## src/rtl/cdb_arbiter_pkg.sv

```systemverilog
// Completion-side constants shared by the ROB, the reservation stations and the CDB arbiter.
// SD is the clock-to-Q delay hook; it expands to nothing so that synthesis sees plain assignments.
`ifndef SD
`define SD
`endif

package cdb_arbiter_pkg;

    localparam int ROB_ENTRIES = 32;
    localparam int TAG_W       = $clog2(ROB_ENTRIES);
    localparam int DATA_W      = 64;
    localparam int REG_W       = 5;
    localparam int NUM_FU      = 4;
    localparam int ID_W        = $clog2(NUM_FU);

endpackage

```

## src/rtl/cdb_arbiter_rr.sv

```systemverilog
// Round-robin arbiter: the first requester at or after ptr, moving upward and wrapping, wins a
// one-hot grant. Purely combinational. N must be a power of two.
module rr_arbiter #(
    parameter int N    = 4,
    parameter int ID_W = $clog2(N)
) (
    input  logic [N-1:0]    req,
    input  logic [ID_W-1:0] ptr,
    output logic [N-1:0]    grant,
    output logic [ID_W-1:0] grant_id,
    output logic            any_grant
);

    logic [ID_W-1:0] w_idx;

    // NOTE: combinational logic uses blocking '=' and assigns every output a default first, so no latch is inferred.
    always_comb begin
        grant     = '0;
        grant_id  = '0;
        any_grant = 1'b0;
        w_idx     = ptr;
        for (int k = 0; k < N; k++) begin
            // ptr + k is computed in ID_W bits, so it wraps modulo N.
            w_idx = ptr + ID_W'(k);
            if (!any_grant && req[w_idx]) begin
                grant[w_idx] = 1'b1;
                grant_id     = w_idx;
                any_grant    = 1'b1;
            end
        end
    end

endmodule

```

## src/rtl/cdb_arbiter.sv

```systemverilog
// Completion-side collector in front of the common data bus. Each functional unit has a one-entry
// result slot. One slot per cycle is broadcast on a registered CDB, chosen in round-robin order.
module cdb_arbiter
    import cdb_arbiter_pkg::*;
#(
    parameter int NUM_FU = cdb_arbiter_pkg::NUM_FU,
    parameter int TAG_W  = cdb_arbiter_pkg::TAG_W,
    parameter int DATA_W = cdb_arbiter_pkg::DATA_W,
    parameter int REG_W  = cdb_arbiter_pkg::REG_W,
    parameter int ID_W   = $clog2(NUM_FU)
) (
    input  logic                     clock,
    input  logic                     reset,
    input  logic                     flush,
    input  logic [NUM_FU-1:0]        fu_valid,
    input  logic [NUM_FU*TAG_W-1:0]  fu_tag,
    input  logic [NUM_FU*DATA_W-1:0] fu_value,
    input  logic [NUM_FU*REG_W-1:0]  fu_reg,
    output logic [NUM_FU-1:0]        fu_ready,
    output logic                     cdb_valid,
    output logic [TAG_W-1:0]         cdb_tag,
    output logic [DATA_W-1:0]        cdb_value,
    output logic [REG_W-1:0]         cdb_reg,
    output logic [ID_W-1:0]          cdb_fu_id
);

    logic [NUM_FU-1:0] r_slot_valid;
    logic [TAG_W-1:0]  r_slot_tag   [NUM_FU];
    logic [DATA_W-1:0] r_slot_value [NUM_FU];
    logic [REG_W-1:0]  r_slot_reg   [NUM_FU];
    logic [ID_W-1:0]   r_rr_ptr;

    logic              r_cdb_valid;
    logic [TAG_W-1:0]  r_cdb_tag;
    logic [DATA_W-1:0] r_cdb_value;
    logic [REG_W-1:0]  r_cdb_reg;
    logic [ID_W-1:0]   r_cdb_fu_id;

    logic [NUM_FU-1:0] w_grant;
    logic [ID_W-1:0]   w_grant_id;
    logic              w_any_grant;
    logic [NUM_FU-1:0] w_accept;

    rr_arbiter #(
        .N    (NUM_FU),
        .ID_W (ID_W)
    ) u_rr_arbiter (
        .req       (r_slot_valid),
        .ptr       (r_rr_ptr),
        .grant     (w_grant),
        .grant_id  (w_grant_id),
        .any_grant (w_any_grant)
    );

    // A slot being broadcast this cycle can take a new result at the same edge, so there is no bubble.
    assign fu_ready = {NUM_FU{~flush}} & (~r_slot_valid | w_grant);
    assign w_accept = fu_valid & fu_ready;

    // NOTE: sequential state uses non-blocking '<=', so every register samples pre-edge values.
    always_ff @(posedge clock) begin
        if (reset) begin
            r_slot_valid <= '0;
            r_rr_ptr     <= '0;
            r_cdb_valid  <= 1'b0;
            r_cdb_tag    <= '0;
            r_cdb_value  <= '0;
            r_cdb_reg    <= '0;
            r_cdb_fu_id  <= '0;
        end else if (flush) begin
            // The round-robin pointer is left alone so fairness survives a squash.
            r_slot_valid <= '0;
            r_cdb_valid  <= 1'b0;
        end else begin
            r_slot_valid <= `SD (r_slot_valid & ~w_grant) | w_accept;
            r_cdb_valid  <= `SD w_any_grant;
            if (w_any_grant) begin
                r_rr_ptr    <= `SD w_grant_id + ID_W'(1);
                r_cdb_tag   <= `SD r_slot_tag[w_grant_id];
                r_cdb_value <= `SD r_slot_value[w_grant_id];
                r_cdb_reg   <= `SD r_slot_reg[w_grant_id];
                r_cdb_fu_id <= `SD w_grant_id;
            end
        end
    end

    // NOTE: slot payload storage has no reset; r_slot_valid alone qualifies it, which keeps the wide datapath reset-free.
    always_ff @(posedge clock) begin
        for (int i = 0; i < NUM_FU; i++) begin
            if (w_accept[i]) begin
                r_slot_tag[i]   <= `SD fu_tag[i*TAG_W +: TAG_W];
                r_slot_value[i] <= `SD fu_value[i*DATA_W +: DATA_W];
                r_slot_reg[i]   <= `SD fu_reg[i*REG_W +: REG_W];
            end
        end
    end

    assign cdb_valid = r_cdb_valid;
    assign cdb_tag   = r_cdb_tag;
    assign cdb_value = r_cdb_value;
    assign cdb_reg   = r_cdb_reg;
    assign cdb_fu_id = r_cdb_fu_id;

endmodule

```

## config.mk

```make
export PLATFORM = sky130hd
export DESIGN_NAME = cdb_arbiter
export DESIGN_NICKNAME = d
export VERILOG_FILES = /design/src/rtl/cdb_arbiter_pkg.sv /design/src/rtl/cdb_arbiter_rr.sv /design/src/rtl/cdb_arbiter.sv
export SDC_FILE = /design/constraint.sdc
export NUM_CORES = 1
export LEC_CHECK = 0
export ABC_AREA = 1
export CORE_MARGIN = 3
export CORE_UTILIZATION = 45
export DETAILED_ROUTE_END_ITERATION = 6
export PLACE_DENSITY = 0.76
export SKIP_CTS_REPAIR_TIMING = 1
export SLEW_MARGIN = 40
export SYNTH_ARGS = -nofsm -noshare
export SYNTH_HDL_FRONTEND = slang
export SYNTH_SLANG_ARGS = --single-unit
```

## constraint.sdc

```tcl
create_clock -name clock -period 7.06 [get_ports clock]
set_clock_uncertainty 0.05 [all_clocks]
set_input_delay 1.059 -clock clock [delete_from_list [all_inputs] [get_ports clock]]
set_output_delay 1.059 -clock clock [all_outputs]
set_load 0.03 [all_outputs]
```

==> results of run 1 <==
[logic make-up after synthesis]
family | count (synthesis)
AO/OA/AOI/OAI | 16
buffers and inverters | 484
AND/OR/NAND/NOR | 825
flip-flops | 379
adder cells (fa/ha/maj) | 6
[final timing paths]
kind / from / to / slack, ns / depth (start not counted)
max: r_rr_ptr[0]$_SDFFE_PP0P_ / fu_ready[0] / 2.12 / 12
min: cdb_fu_id[1]$_SDFFE_PP0P_ / cdb_fu_id[1]$_SDFFE_PP0P_ / 0.43 / 2
max reg2reg: r_rr_ptr[0]$_SDFFE_PP0P_ / cdb_value[45]$_SDFFE_PP0P_ / 3.06 / 14
min reg2reg: cdb_fu_id[1]$_SDFFE_PP0P_ / cdb_fu_id[1]$_SDFFE_PP0P_ / 0.43 / 2
[area by class of cell]
class / count / area (um2)
Clock inverter: 14 / 111.4
Timing Repair Buffer: 401 / 4056
Inverter: 393 / 1476
Multi-Input combinational cell: 847 / 3928
Tap cell: 461 / 576.8
Sequential cell: 379 / 10550
Fill cell: 2907 / 13870
Clock buffer: 62 / 1165
Antenna cell: 2 / 5.005
[placed cells by master, fill, tap and decap left out, drive strengths merged]
cell	instances
a21boi	1
a21oi	7
a31oi	1
buf	18
bufinv	1
clkbuf	62
clkdlybuf4s50	383
clkinv	11
dfxtp	83
diode	2
edfxtp	296
ha	6
inv	395
nand2	408
nand3	386
nand3b	2
nand4	1
nor2	20
nor3	8
o21ai	6
o221ai	1
[through the flow]
stage	hold slack, ns	area [um2]	utilization (%)
finish	0.4312	21870	61.18
floorplan	0.4901	16390	-
global placement	0.4079	20440	57.20
CTS	0.4361	21840	61.11
global route	0.4617	21870	61.18
detailed placement	0.4318	20570	57.54
[power breakdown]
part	switching [mW]	internal (mW)	leakage, nW
Sequential	0.188	2.77	3.45
Clock	0.866	1.18	0.626
Combinational	3.18	1.59	5.82
[worst max-delay path: cells and delay by family, from the launching register on]
family	cells	cell delay, ns
compound gates	2	0.21
buf+inv	3	1.02
fa+ha+maj	1	0.45
flops	1	0.62
simple gates	6	0.95
[metal layers]
metal	global-route usage [%]	up-vias
li1	-	6125
met1	28.44	6048
met2	40.54	642
met3	6.154	112
met4	10.30	4
met5	0	-
[cell usage after synthesis, drive strengths merged]
cell	count
nand3	386
ha	6
nor2	20
o221ai	1
inv	392
edfxtp	296
dfxtp	83
a21boi	1
o21ai	6
buf	77
nand3b	2
nand2	408
a31oi	1
a21oi	7
nand4	1
clkinv	1
clkbuf	14
nor3	8
==> out/results.tsv, run 1 <==
stage	metric	value	unit
timing	tightest_slew	0.7888	ns
synth	yosysSeqAreaShare	64.43	%
synth	syn-cell-area	16370	um2
timing	fin_tns_setup	0	ns
route	drt-pass1-iter-count	6	
synth	yosys.area_share.simple	22.42	%
setup_path	cpMaxStageDelayCell	dfxtp_1	
timing	final.period_utilization	69.93	%
synth	synth_area_leaders	edfxtp_1 54%, nand3_1 12%, dfxtp_1 10%	
timing	slew_headroom	47.42	%
clock_network	htree_levels	2	
pwr	powerDensity	446.7	nW/um2
synth	synth_top_family_by_area	simple AND/OR/NAND/NOR gates	
synth	synth_mux_area_share	0	%
clock_network	clock_sinks	379	
placement	dp_hpwl	30190	um
route	highest_layer	met5	
timing	finalWorstSetupSlack	2.123	ns
timing	hold_viol	0	
clock_network	cts_max_path_buffers	3	
timing	timing.fmax	0.2026	GHz
floorplan	fp.dieH	196.8	um
clock_network	clk_pin_slew_worst_paths	0.06	ns
synth	synth_fp_nets	2019	
synth	synth_top_area_share	54.28	%
floorplan	initial_utilization	45.81	%
setup_path	worst-setup-path-type	reg -> out	
global_route	antenna_found_initial	5	
floorplan	die_x	196.8	um
floorplan	core_area	35740	um2
global_route	grt_remaining_overflow	0	
global_route	track_usage	23.69	%
setup_path	crit_chain	inv_1 -> ha_1 -> inv_1 -> nand3_1 -> nand2_2 -> nand2_1 -> nor2_1 -> a21oi_1 -> o21ai_0 -> nor3_1 -> nor2_1 -> clkdlybuf4s50_1	
placement	dp.cells	2480	
clock_network	cts_buffers	41	
setup_path	worstPathMaxFanout	16	
cells_and_area	largest_reg_flops	256	
route	ant_nets	0	
route	met3_length	4670	um
clock_network	cts-root-buf	clkbuf_16	
placement	dp_slack	2.680	ns
clock_network	clkLatencyLatePin	0.56	ns
pwr	p_leak	9.900	nW
cells_and_area	nets	2372	
timing	finalSetupViolCount	0	
floorplan	ioPinCount	384	
route	wl_per_cell	18.31	um
synth	synthCells	1710	
timing	rsz0062_at_grt	false	
setup_path	cp-start-kind	register	
synth	syn_area_per_cell	9.576	um2
route	dr.first_iter.drc_count	985	
setup_path	arrival	3.83	ns
route	drt_wl_total	46850	um
min_path	hp-class	reg -> reg	
synth	synth_cell_types	29	
floorplan	rows	69	
route	wl_met2	23130	um
setup_path	slowest_delay	0.62	ns
cells_and_area	largest-register	r_slot_value	
route	drc	0	
global_route	grt_first_pass_wirelength	71230	um
cells_and_area	syn_to_final_growth	33.55	%
synth	synth_area_leader_cell	edfxtp_1	
setup_path	cp.required	5.95	ns
cells_and_area	final_cells	2559	
global_route	grt_max_degree	99	
clock_network	cts_tree	done	
synth	synth_xor_area_share	0	%
synth	yosysWarnings	0	
timing	layout_min_cycle_time	4.937	ns
synth	synth-seq-cells	379	
outcome	status	finished, final reports clean	
route	viasPerCell	5.053	
synth	synth_compound_area_share	0.5349	%
placement	io_buffers	383	
placement	place_congestion	0.8463	
pwr	power	9.769	mW
global_route	grt_pass1_vias	13180	
setup_path	setup.worst_path.end_class	primary output	
pwr	peakVddDrop	0.4468	mV
floorplan	fp.dieArea	38710	um2
flow_run	cap_violations	0	
route	route.vias.total	12930	
synth	synthAdderAreaFrac	0.4585	%
timing	slew_violations	0	
route	drt-met1-wl	17500	um
cells_and_area	layout-drive-gt1-share	4.389	%
No activity file was read; power rests on OpenSTA's default activity.
==> run 2, diff against run 1 <==
Settings changed: CORE_UTILIZATION 45 to 50, PLACE_DENSITY 0.76 to 0.8.
Clock period 7.06 ns to 4.7 ns, I/O delays scaled along.
==> run 2 against run 1 <==
  * Clock power grew 47%
  * Critical endpoint is now fu_ready[2]
  * Global-route usage grew 2.8 points
  * Flip-flop and latch count is the same
  * Total power grew 49%
  * Sequential power grew 50%
  * Non-clock buffer count shrank 1
  * Highest routed layer is now met4
  * Hold slack lost 0.012 ns
  * Critical path depth is the same
  * Clock-buffer cell count shrank 5
==> out/results.tsv, run 2 (synthesized netlist as in run 1, its figures left out) <==
stage	metric	value	unit	change
timing	slew_violations	0		unchanged
global_route	track_usage	26.47	%	was 23.69%
min_path	hp-class	reg -> reg		unchanged
setup_path	slowest_delay	0.61	ns	was 0.62 ns
timing	tightest_slew	0.8421	ns	was 0.7888 ns
cells_and_area	nets	2370		was 2372
timing	fin_tns_setup	0	ns	unchanged
placement	io_buffers	383		unchanged
setup_path	timing.rr.start	r_rr_ptr[0]$_SDFFE_PP0P_		unchanged
setup_path	crit_path_end	fu_ready[2]		was fu_ready[0]
cells_and_area	final_cells	2533		was 2559
floorplan	rows	65		was 69
floorplan	fp.dieArea	34960	um2	was 38710 um2
clock_network	cts_max_path_buffers	3		unchanged
floorplan	fp.dieH	187.0	um	was 196.8 um
route	ant_nets	0		unchanged
placement	place_congestion	0.8272		was 0.8463
setup_path	worst-setup-path-type	reg -> out		unchanged
clock_network	cts-root-buf	clkbuf_16		unchanged
timing	slew_headroom	43.86	%	was 47.42%
route	wl_per_cell	18.56	um	was 18.31 um
cells_and_area	layout-drive-gt1-share	4.352	%	was 4.389%
global_route	grt_first_pass_wirelength	72580	um	was 71230 um
setup_path	cp-start-kind	register		unchanged
pwr	intPower	8.208	mW	was 5.535 mW
floorplan	ioPinCount	384		unchanged
cells_and_area	final_cell_mix	402 x nand2_1, 390 x inv_1, 383 x nand3_1, 383 x clkdlybuf4s50_1, 296 x edfxtp_1		unchanged
global_route	grt_max_degree	103		was 99
cells_and_area	seqCellArea	10550	um2	about the same
global_route	grt_remaining_overflow	0		unchanged
route	drt_wl_total	47020	um	was 46850 um
timing	finalSetupViolCount	0		unchanged
route	dr.first_iter.drc_count	1055		was 985
setup_path	cp.required	3.94	ns	was 5.95 ns
clock_network	cts_buffers	40		was 41
pwr	pwr-share-clk	20.8	%	was 21.0%
cells_and_area	fin_util	68.34	%	was 61.18%
cells_and_area	multi_input_area	3915	um2	was 3928 um2
route	route.vias.total	13090		was 12930
clock_network	cts_tree	done		unchanged
pwr	powerDensity	667.5	nW/um2	was 446.7 nW/um2
flow_run	cap_violations	0		unchanged
timing	hold_viol	0		unchanged
clock_network	clock_sinks	379		unchanged
clock_network	htree_levels	2		unchanged
setup_path	critPathLaunch	r_rr_ptr[0]$_SDFFE_PP0P_		unchanged
clock_network	clkLatencyLatePin	0.53	ns	was 0.56 ns
setup_path	crit_chain	inv_1 -> ha_1 -> inv_1 -> nand3_1 -> nand2_2 -> nand2_1 -> nor2_1 -> a21oi_1 -> o21ai_0 -> nor3_1 -> nor2_1 -> clkdlybuf4s50_1		unchanged
pwr	p_comb_share	48.7	%	was 48.8%
setup_path	worst-r2r-setup-slack	1.23	ns	was 3.06 ns
setup_path	worstRegToRegCells	15		was 14
cells_and_area	nFillCells	2358		was 2907
pwr	pwr-share-seq	30.5	%	was 30.3%
setup_path	r2r_end	cdb_reg[0]$_SDFFE_PP0P_		was cdb_value[45]$_SDFFE_PP0P_
timing	rsz0062_at_grt	false		unchanged
placement	dp.cells	2454		was 2480
cells_and_area	largest_reg_flops	256		unchanged
outcome	status	finished, final reports clean		unchanged
pwr	netSwitchingPower	6.335	mW	was 4.234 mW
timing	layout_min_cycle_time	4.286	ns	
global_route	grt_pass1_vias	13400		was 13180
global_route	antenna_found_initial	7		was 5
timing	timing.fmax	0.2333	GHz	
placement	dp_hpwl	30520	um	was 30190 um
cells_and_area	syn_to_final_growth	33.06	%	was 33.55%
cells_and_area	final_common_cell	nand2_1		unchanged
pwr	swShare	43.56	%	was 43.34%
pwr	p_leak	9.869	nW	was 9.900 nW
setup_path	cpMaxStageDelayCell	clkdlybuf4s50_1		was dfxtp_1
setup_path	setup.worst_path.end_class	primary output		unchanged
timing	final.period_utilization	91.19	%	
floorplan	die_x	187.0	um	was 196.8 um
setup_path	worstPathMaxFanout	16		unchanged
floorplan	core_area	31880	um2	was 35740 um2
pwr	peakVddDrop	0.4643	mV	was 0.4468 mV
cells_and_area	largest-register	r_slot_value		unchanged
setup_path	arrival	3.53	ns	was 3.83 ns
clock_network	clk_pin_slew_worst_paths	0.05	ns	was 0.06 ns
route	drt-pass1-iter-count	5		was 6
route	viasPerCell	5.169		was 5.053
floorplan	initial_utilization	51.36	%	was 45.81%
route	drc	0		unchanged
## run 2: layer usage
metal	GRT usage, %	share of wire (%)
met2	45.11	50
met4	13.67	4.7
met3	5.304	8.7
met1	32.03	37
met5	0	0
## run 2: stage by stage
stage	area (um2)	hold slack (ns)	power, mW	worst slack (ns)
2_1_floorplan	16420	0.4902	9.393	0.7912
3_3_place_gp	20480	0.4066	11.36	0.7556
3_5_place_dp	20500	0.4116	11.53	0.7251
4_1_cts	21760	0.4197	14.60	0.1655
5_1_grt	21790	0.4582	15.44	0.1918
6_report	21790	0.4192	14.54	0.4141
## run 2: cell type report
type / instances / share of cell area [%]
diodes: 7 / 0.08040
flip-flops and latches: 379 / 48.43
repair buffers: 400 / 18.45
multi-input cells: 847 / 17.97
inverters: 393 / 6.788
well taps: 435 / 2.498
clock buffers: 57 / 5.174
clock inverters: 15 / 0.6145
## run 2: power by group through the flow
| stage | clock, mW | sequential [mW] | combinational (mW) |
|---|---|---|---|
| floorplan | 0 | 5.09 | 4.30 |
| detailed placement | 0 | 4.49 | 7.04 |
| global placement | 0 | 4.48 | 6.88 |
| global route | 3.22 | 4.47 | 7.75 |
| finish | 3.02 | 4.43 | 7.08 |
| CTS | 3.08 | 4.43 | 7.09 |
## run 2: worst max-delay path: cells and delay by family, from the launching register on
kind                     cells  cell delay (ns)
AO/OA/AOI/OAI                2             0.21
adder cells (fa/ha/maj)      1             0.44
buffers and inverters        3             0.94
flip-flops                   1             0.48
AND/OR/NAND/NOR              6             0.96
## run 2: how the worst min path moves through the flow
stage / startpoint / end / slack [ns] / cells after the start
floorplan: r_rr_ptr[1]$_SDFFE_PP0P_ / r_rr_ptr[1]$_SDFFE_PP0P_ / 0.49 / 2
global placement: cdb_fu_id[1]$_SDFFE_PP0P_ / cdb_fu_id[1]$_SDFFE_PP0P_ / 0.41 / 2
detailed placement: cdb_fu_id[1]$_SDFFE_PP0P_ / cdb_fu_id[1]$_SDFFE_PP0P_ / 0.41 / 2
CTS: cdb_fu_id[1]$_SDFFE_PP0P_ / cdb_fu_id[1]$_SDFFE_PP0P_ / 0.42 / 2
global route: cdb_fu_id[0]$_SDFFE_PP0P_ / cdb_fu_id[0]$_SDFFE_PP0P_ / 0.46 / 2
finish: cdb_fu_id[1]$_SDFFE_PP0P_ / cdb_fu_id[1]$_SDFFE_PP0P_ / 0.42 / 2
==> run 3, diff against run 2 <==
Settings changed: DONT_BUFFER_PORTS from default to 1, PLACE_DENSITY 0.8 to default.
==> run 3 against run 2 <==
  * Utilization fell by 12 points
  * Highest routed layer is now met5
  * Maximum frequency rose by 3.8%
  * Sequential share of layout area rose by 10 points
==> out/results.tsv, run 3 (synthesized netlist as in run 1, its figures left out) <==
stage	metric	value	unit	change
outcome	status	finished, final reports clean		unchanged
global_route	antenna_found_initial	24		was 7
route	wl_per_cell	19.61	um	was 18.56 um
route	viasPerCell	5.151		was 5.169
setup_path	timing.rr.start	r_rr_ptr[0]$_SDFFE_PP0P_		unchanged
cells_and_area	nets	1989		was 2370
pwr	p_comb_share	39.1	%	was 48.7%
min_path	hp-class	in -> reg		was reg -> reg
floorplan	core_area	31880	um2	unchanged
cells_and_area	largest_reg_flops	256		unchanged
setup_path	cpLargestDelayFamily	simple AND/OR/NAND/NOR gates		unchanged
placement	io_buffers	0		was 383
cells_and_area	nFillCells	2820		was 2358
global_route	grt_pass1_vias	10570		was 13400
timing	slew_headroom	43.12	%	was 43.86%
timing	finalSetupViolCount	0		unchanged
pwr	netSwitchingPower	6.128	mW	was 6.335 mW
placement	dp_hpwl	25970	um	was 30520 um
timing	slew_violations	0		unchanged
clock_network	cts-root-buf	clkbuf_16		unchanged
route	dr.first_iter.drc_count	845		was 1055
min_path	whs_path_depth	1		was 2
clock_network	clkLatencyLatePin	0.54	ns	was 0.53 ns
cells_and_area	final_common_cell	nand2_1		unchanged
floorplan	die_x	187.0	um	unchanged
clock_network	clk_pin_slew_worst_paths	0.06	ns	was 0.05 ns
setup_path	cp.required	3.94	ns	about the same
clock_network	clock_sinks	379		unchanged
pwr	powerDensity	758.5	nW/um2	was 667.5 nW/um2
min_path	min-delay-start	reset		was cdb_fu_id[1]$_SDFFE_PP0P_
timing	tightest_slew	0.8532	ns	was 0.8421 ns
route	wl_met2	20370	um	was 23420 um
pwr	swShare	44.82	%	was 43.56%
pwr	peakVddDrop	0.7784	mV	was 0.4643 mV
timing	rsz0062_at_grt	false		unchanged
timing	hold_viol	0		unchanged
cells_and_area	final_cell_mix	402 x nand2_1, 390 x inv_1, 383 x nand3_1		was 402 x nand2_1, 390 x inv_1, 383 x nand3_1, 383 x clkdlybuf4s50_1, 296 x edfxtp_1
timing	final.period_utilization	87.81	%	was 91.19%
setup_path	cp_num_buf_inv	2		was 3
cells_and_area	seqCellArea	10550	um2	about the same
cells_and_area	syn_to_final_growth	10.09	%	was 33.06%
global_route	grt_first_pass_wirelength	64430	um	was 72580 um
setup_path	crit_chain	inv_1 -> ha_1 -> inv_1 -> nand3_1 -> nand2_2 -> nand2_1 -> nor2_1 -> a21oi_1 -> o21ai_0 -> nor3_1 -> nor2_1		was inv_1 -> ha_1 -> inv_1 -> nand3_1 -> nand2_2 -> nand2_1 -> nor2_1 -> a21oi_1 -> o21ai_0 -> nor3_1 -> nor2_1 -> clkdlybuf4s50_1
setup_path	worstPathMaxFanout	16		unchanged
flow_run	cap_violations	0		unchanged
setup_path	cpMaxStageDelayCell	dfxtp_1		was clkdlybuf4s50_1
setup_path	worst-setup-path-type	reg -> out		unchanged
cells_and_area	largest-register	r_slot_value		unchanged
clock_network	cts_max_path_buffers	3		unchanged
cells_and_area	layout-drive-gt1-share	5.556	%	was 4.352%
pwr	intPower	7.545	mW	was 8.208 mW
route	drc	0		unchanged
timing	hold_ws	0.1902	ns	was 0.4192 ns
pwr	p_leak	8.424	nW	was 9.869 nW
floorplan	rows	65		unchanged
floorplan	fp.dieArea	34960	um2	unchanged
route	ant_nets	0		unchanged
setup_path	arrival	3.37	ns	was 3.53 ns
clock_network	cts_tree	done		unchanged
placement	place_congestion	0.8151		was 0.8272
floorplan	ioPinCount	384		unchanged
global_route	track_usage	23.82	%	was 26.47%
timing	fin_tns_setup	0	ns	unchanged
cells_and_area	multi_input_area	3910	um2	was 3915 um2
route	met3_length	3889	um	was 4088 um
min_path	holdPathEnd	cdb_fu_id[0]$_SDFFE_PP0P_		was cdb_fu_id[1]$_SDFFE_PP0P_
pwr	pwr-share-seq	38.1	%	was 30.5%
clock_network	cts_buffers	40		unchanged
setup_path	setup.worst_path.end_class	primary output		unchanged
global_route	grt_max_degree	79		was 103
floorplan	fp.dieH	187.0	um	unchanged
route	drt-pass1-iter-count	5		unchanged
setup_path	worst-r2r-setup-slack	1.11	ns	was 1.23 ns
timing	timing.fmax	0.2423	GHz	was 0.2333 GHz
global_route	grt_remaining_overflow	0		unchanged
setup_path	cp-start-kind	register		unchanged
setup_path	r2r_end	cdb_value[52]$_SDFFE_PP0P_		was cdb_reg[0]$_SDFFE_PP0P_
timing	layout_min_cycle_time	4.127	ns	was 4.286 ns
setup_path	slowest_delay	0.63	ns	was 0.61 ns
route	drt-met1-wl	16800	um	was 17290 um
route	route.vias.total	11120		was 13090
pwr	pwr-share-clk	22.8	%	was 20.8%
setup_path	worstRegToRegCells	13		was 15
floorplan	initial_utilization	51.36	%	unchanged
route	highest_layer	met5		was met4
route	drt_wl_total	42330	um	was 47020 um
clock_network	htree_levels	2		unchanged
[run 3: cell types whose count changed in the layout (fill, tap and decap cells not counted), sizes merged]
cell           change
buf                +2
bufinv             +2
clkbuf             -3
clkdlybuf4s50    -383
clkinv             -2
clkinvlp           +1
diode              +7
inv                +2
[run 3: power groups by stage]
stage	clock [mW]	combinational (mW)	sequential [mW]
3_5_place_dp	0	5.37	5.29
3_3_place_gp	0	5.28	5.29
5_1_grt	3.32	6.07	5.26
4_1_cts	3.18	5.39	5.23
2_1_floorplan	0	4.30	5.09
6_report	3.12	5.35	5.21
[run 3: layout make-up]
type	count	share of cell area, %
Antenna cell	14	0.1944
Clock buffer	54	6.067
Clock inverter	18	1.124
Inverter	393	8.197
Multi-Input combinational cell	847	21.69
Sequential cell	379	58.53
Tap cell	435	3.019
Timing Repair Buffer	19	1.180
[run 3: layer usage]
layer | track usage, % | vias up
met5 | 0 | -
met4 | 7.211 | 22
met3 | 8.096 | 96
met2 | 39.18 | 429
met1 | 30.02 | 5192
li1 | - | 5383
[run 3: worst max-delay path by stage]
stage	start	end	slack, ns	cells after the start
3_3_place_gp	r_rr_ptr[0]$_SDFFE_PP0P_	cdb_value[52]$_SDFFE_PP0P_	1.26	13
2_1_floorplan	r_rr_ptr[0]$_SDFFE_PP0P_	r_slot_reg[1][0]$_DFFE_PP_	0.79	12
5_1_grt	r_rr_ptr[0]$_SDFFE_PP0P_	fu_ready[2]	0.29	11
4_1_cts	r_rr_ptr[0]$_SDFFE_PP0P_	fu_ready[2]	0.60	11
6_report	r_rr_ptr[0]$_SDFFE_PP0P_	fu_ready[2]	0.57	11
3_5_place_dp	r_rr_ptr[0]$_SDFFE_PP0P_	cdb_value[4]$_SDFFE_PP0P_	1.16	15
[run 3: stage by stage]
step / cell area [um2] / total power [mW] / setup WS [ns] / util (%) / cells
3_3_place_gp: 16680 / 10.57 / 1.263 / 52.31 / 2073
4_1_cts: 17990 / 13.80 / 0.6043 / 56.43 / 2145
5_1_grt: 18020 / 14.65 / 0.2941 / 56.52 / 2156
2_1_floorplan: 16420 / 9.393 / 0.7912 / - / 1710
3_5_place_dp: 16690 / 10.66 / 1.163 / 52.37 / 2073
6_report: 18030 / 13.67 / 0.5728 / 56.54 / 2159
